**src/rtl/fmcw_downsample.sv**
```systemverilog
// Integer-factor decimator: keeps one sample in DEC and emits a registered
// divided clock (f/DEC, 50 % duty) whose rising edge sits mid-way in data_o's stable window.
module fmcw_downsample #(
    parameter int OW  = 14,
    parameter int DEC = 20,
    parameter int CW  = $clog2(DEC)
) (
    input  logic          clk_i,
    input  logic          rst_i,
    input  logic [OW-1:0] data_i,
    output logic          clk_o,
    output logic [OW-1:0] data_o
);

    localparam logic [CW-1:0] CAP_PH = CW'(DEC / 2 - 1);
    localparam logic [CW-1:0] END_PH = CW'(DEC - 1);

    generate
        if (DEC < 2 || (DEC % 2) != 0) begin : g_bad_dec
            $error("fmcw_downsample: DEC must be even and >= 2");
        end
    endgenerate

    logic [CW-1:0] ctr;

    // Capture and fall share one phase, so data_o only moves while clk_o goes low.
    always_ff @(posedge clk_i) begin
        if (rst_i) begin
            ctr    <= '0;
            clk_o  <= 1'b0;
            data_o <= '0;
        end else begin
            if (ctr == END_PH) ctr <= '0;
            else               ctr <= ctr + 1'b1;

            if (ctr == CAP_PH) begin
                data_o <= data_i;
                clk_o  <= 1'b0;
            end else if (ctr == END_PH) begin
                clk_o  <= 1'b1;
            end
        end
    end

endmodule

```
**config.mk**
```make
export PLATFORM = sky130hd
export DESIGN_NAME = fmcw_downsample
export DESIGN_NICKNAME = d
export VERILOG_FILES = /design/src/rtl/fmcw_downsample.sv
export SDC_FILE = /design/constraint.sdc
export NUM_CORES = 1
export LEC_CHECK = 0
export CELL_PAD_IN_SITES_DETAIL_PLACEMENT = 1
export CELL_PAD_IN_SITES_GLOBAL_PLACEMENT = 2
export CORE_ASPECT_RATIO = 1.5
export CORE_MARGIN = 2
export CORE_UTILIZATION = 26
export DETAILED_ROUTE_END_ITERATION = 16
export PLACE_DENSITY = 0.93
export RECOVER_POWER = 100
export SETUP_SLACK_MARGIN = 0.5
export SYNTH_ARGS = -nofsm -noshare
export SYNTH_HDL_FRONTEND = slang
export SYNTH_SLANG_ARGS = --single-unit
export TNS_END_PERCENT = 1
```
**constraint.sdc**
```tcl
create_clock -name clk_i -period 3.7 [get_ports clk_i]
set_clock_uncertainty 0.15 [all_clocks]
set_input_delay 0.74 -clock clk_i [delete_from_list [all_inputs] [get_ports clk_i]]
set_output_delay 0.74 -clock clk_i [all_outputs]
set_load 0.005 [all_outputs]
```
==> reports/results.tsv <==
metric	value	unit
number of global-route vias before repair	745	
kind of critical path	reg -> out	
Startpoint Class	flop	
DRC errors left	0	
R2R Setup Slk	1.98	ns
unrepaired setup endpoints after global routing	no	
Reg2Reg Depth	4	
post-CTS sizing	0	
H-Tree Depth	1	
DRT Pass-1 Iters	2	
setup slack after layout	1.633	ns
initial antenna violation count	0	
endpoints failing setup	0	
Port Buffers	30	
Crit. End Element	primary output	
All-Layer GR Usage	11.84	%
core footprint	2943	um2
Placement Setup Slack	1.295	ns
clock buffer depth	2	
P per Cell Area	339.5	nW/um2
Area Growth Syn to Fin	39.60	%
Post-Place Cells	153	
first-pass GRT wire length	3263	um
synthesized cell area	818.3	um2
library cells used by synthesis	26	
Slew Limit Fails	0	
Worst Hold Launch	data_o[12]$_SDFFE_PP0N_	
CTS tree	yes	
I/O pin cnt	31	
layout cell share with drive strength beyond 1	9.402	%
antenna-violating nets left	0	
sequential share of the synthesized area	48.93	%
Reg2Reg Capture Point	data_o[1]$_SDFFE_PP0N_	
post-CTS repair timing setup buffer count	0	
RD Place Congestion	0.6216	
CP max stage delay	0.59	ns
critical-path maximum fanout	2	
Peak supply drop	0.1403	mV
worst-skew pair later-pin latency	0.25	ns
leakage	0.4253	nW
Yosys top cell area share	48.93	%
ant diodes	0	
Slowest-stage cell, CP	dlygate4sd3_1	
root buf cell	clkbuf_8	
Avg Cell Area, Syn	9.194	um2
CP delay by family, top	buffers and inverters	
cts bufs inserted	3	
Die X	49.81	um
Syn Nets	107	
worst path arrival time	1.18	ns
Rows	24	
setup TNS	0	ns
post-DP HPWL	1519	um
number of synthesized register bits	20	
final non-filler cell total	156	
Synth Instances	89	
relative slew slack	50.83	%
gr ovfl total	0	
worst hold path class	reg -> reg	
Initial Util	27.81	%
leading area contributor after synthesis	dfxtp_1	
Hold-fix buffers, CTS	0	
Area contributors post-synth	dfxtp_1 49%, nand2_1 12%, a21oi_2 9.6%	
status	finished, final reports clean	
WP buf/inv	1	
Die Area	3621	um2
Fill cells	376	
Reg-to-Reg Start	ctr[0]$_SDFF_PP0_	
Fmax	0.4838	GHz
Worst Tran Pin Value	0.7352	ns
hold depth	2	
commonest non-fill, non-tap cell in the layout	nand2_1	
crit path cell chain	dlygate4sd3_1	
fin crit share	55.87	%
vias	699	
CTS clock-pin slew for the worst setup and hold paths	0.07	ns
commonest cells after routing, fill and taps aside	26 x nand2_1, 20 x dfxtp_1, 16 x dlygate4sd3_1	
max-cap violations	0	
Vias/cell	4.481	
CTS sink count	20	
1st-iter DRT viols	8	
DIE HEIGHT	72.71	um
WL final	1967	um
pin count of the biggest net entering global routing	19	
warnings from Yosys	0	
Power Total	0.0003878	W
Required @ worst endpoint	2.81	ns
fin nets	137	
WL/cell	12.61	um
Min Clock Period, post-route	2.067	ns
Final Hold Violating Endpoints	0	
Hold EP	data_o[12]$_SDFFE_PP0N_	
==> layout make-up <==
cell class              instances  area (um2)  area share, %
multi-input cells              62       344.1          30.12
repair buffers                 30       300.3          26.29
well taps                      39       48.80          4.272
inverters                       2       7.507         0.6572
clock buffers                   3       41.29          3.614
flip-flops and latches         20       400.4          35.05
==> report_power, final <==
group | leakage [nW] | switching [W] | internal (W)
sequential | 0.162 | 0.00000371 | 0.000218
clock | 0.0216 | 0.0000652 | 0.0000723
combinational | 0.242 | 0.00000988 | 0.0000184
total | 0.425 | 0.0000787 | 0.000309
==> per-layer routing <==
layer	GRT usage (%)	vias to the layer above	wire length (um)
li1	-	349	-
met1	12.07	327	780
met2	22.37	21	1073
met3	2.664	2	104
met4	5.556	0	8
met5	0	-	0
==> kinds of logic (layout without fill, tap and decap cells) <==
group / after synthesis / after routing / synth area share [%]
fa+ha+maj: 2 / 2 / 3.058
flops: 20 / 20 / 48.93
compound gates: 16 / 16 / 14.07
xor+xnor: 2 / 2 / 2.141
simple gates: 42 / 42 / 25.08
buf+inv: 7 / 35 / 6.727
==> worst min-delay path: stages, from the launching register on <==
cell	delay [ns]
dfxtp_1	0.31
nand2_1	0.05
a21oi_1	0.05
==> per-stage QoR <==
stage	area (um2)	utilization [%]	hold WS, ns
floorplan	818.3	-	0.2837
global placement	1120	38.05	0.2943
detailed placement	1120	38.05	0.3071
CTS	1161	39.46	0.3171
global route	1142	38.82	0.3352
finish	1142	38.82	0.3041
==> worst max-delay path by stage <==
stage / start / to / cells past startpoint
6_report: data_o[10]$_SDFFE_PP0N_ / data_o[10] / 1
5_1_grt: rst_i / ctr[2]$_SDFF_PP0_ / 3
4_1_cts: rst_i / ctr[1]$_SDFF_PP0_ / 3
3_5_place_dp: rst_i / ctr[1]$_SDFF_PP0_ / 3
3_3_place_gp: rst_i / ctr[2]$_SDFF_PP0_ / 3
2_1_floorplan: rst_i / ctr[3]$_SDFF_PP0_ / 3
==> synthesized netlist by cell type <==
cell,instances
nand2_2,2
nand3b_1,1
a31oi_1,1
a21oi_1,5
nand2_1,26
buf_12,1
nor2_1,5
ha_1,2
dfxtp_1,20
a21oi_2,9
and4bb_4,1
inv_1,2
clkbuf_1,1
nor3_1,1
nor4bb_1,1
or2_2,1
nor2b_1,1
xor2_1,1
o21ai_0,1
nand4b_1,1
buf_2,1
nand4bb_1,1
nand3_1,1
buf_6,1
xnor2_1,1
buf_4,1
==> sequential cells by signal, indices dropped and copies added, names as in the netlist <==
signal and cells:
data_o 14, ctr 5, clk_o 1
Power figures use the tool's default switching activity.
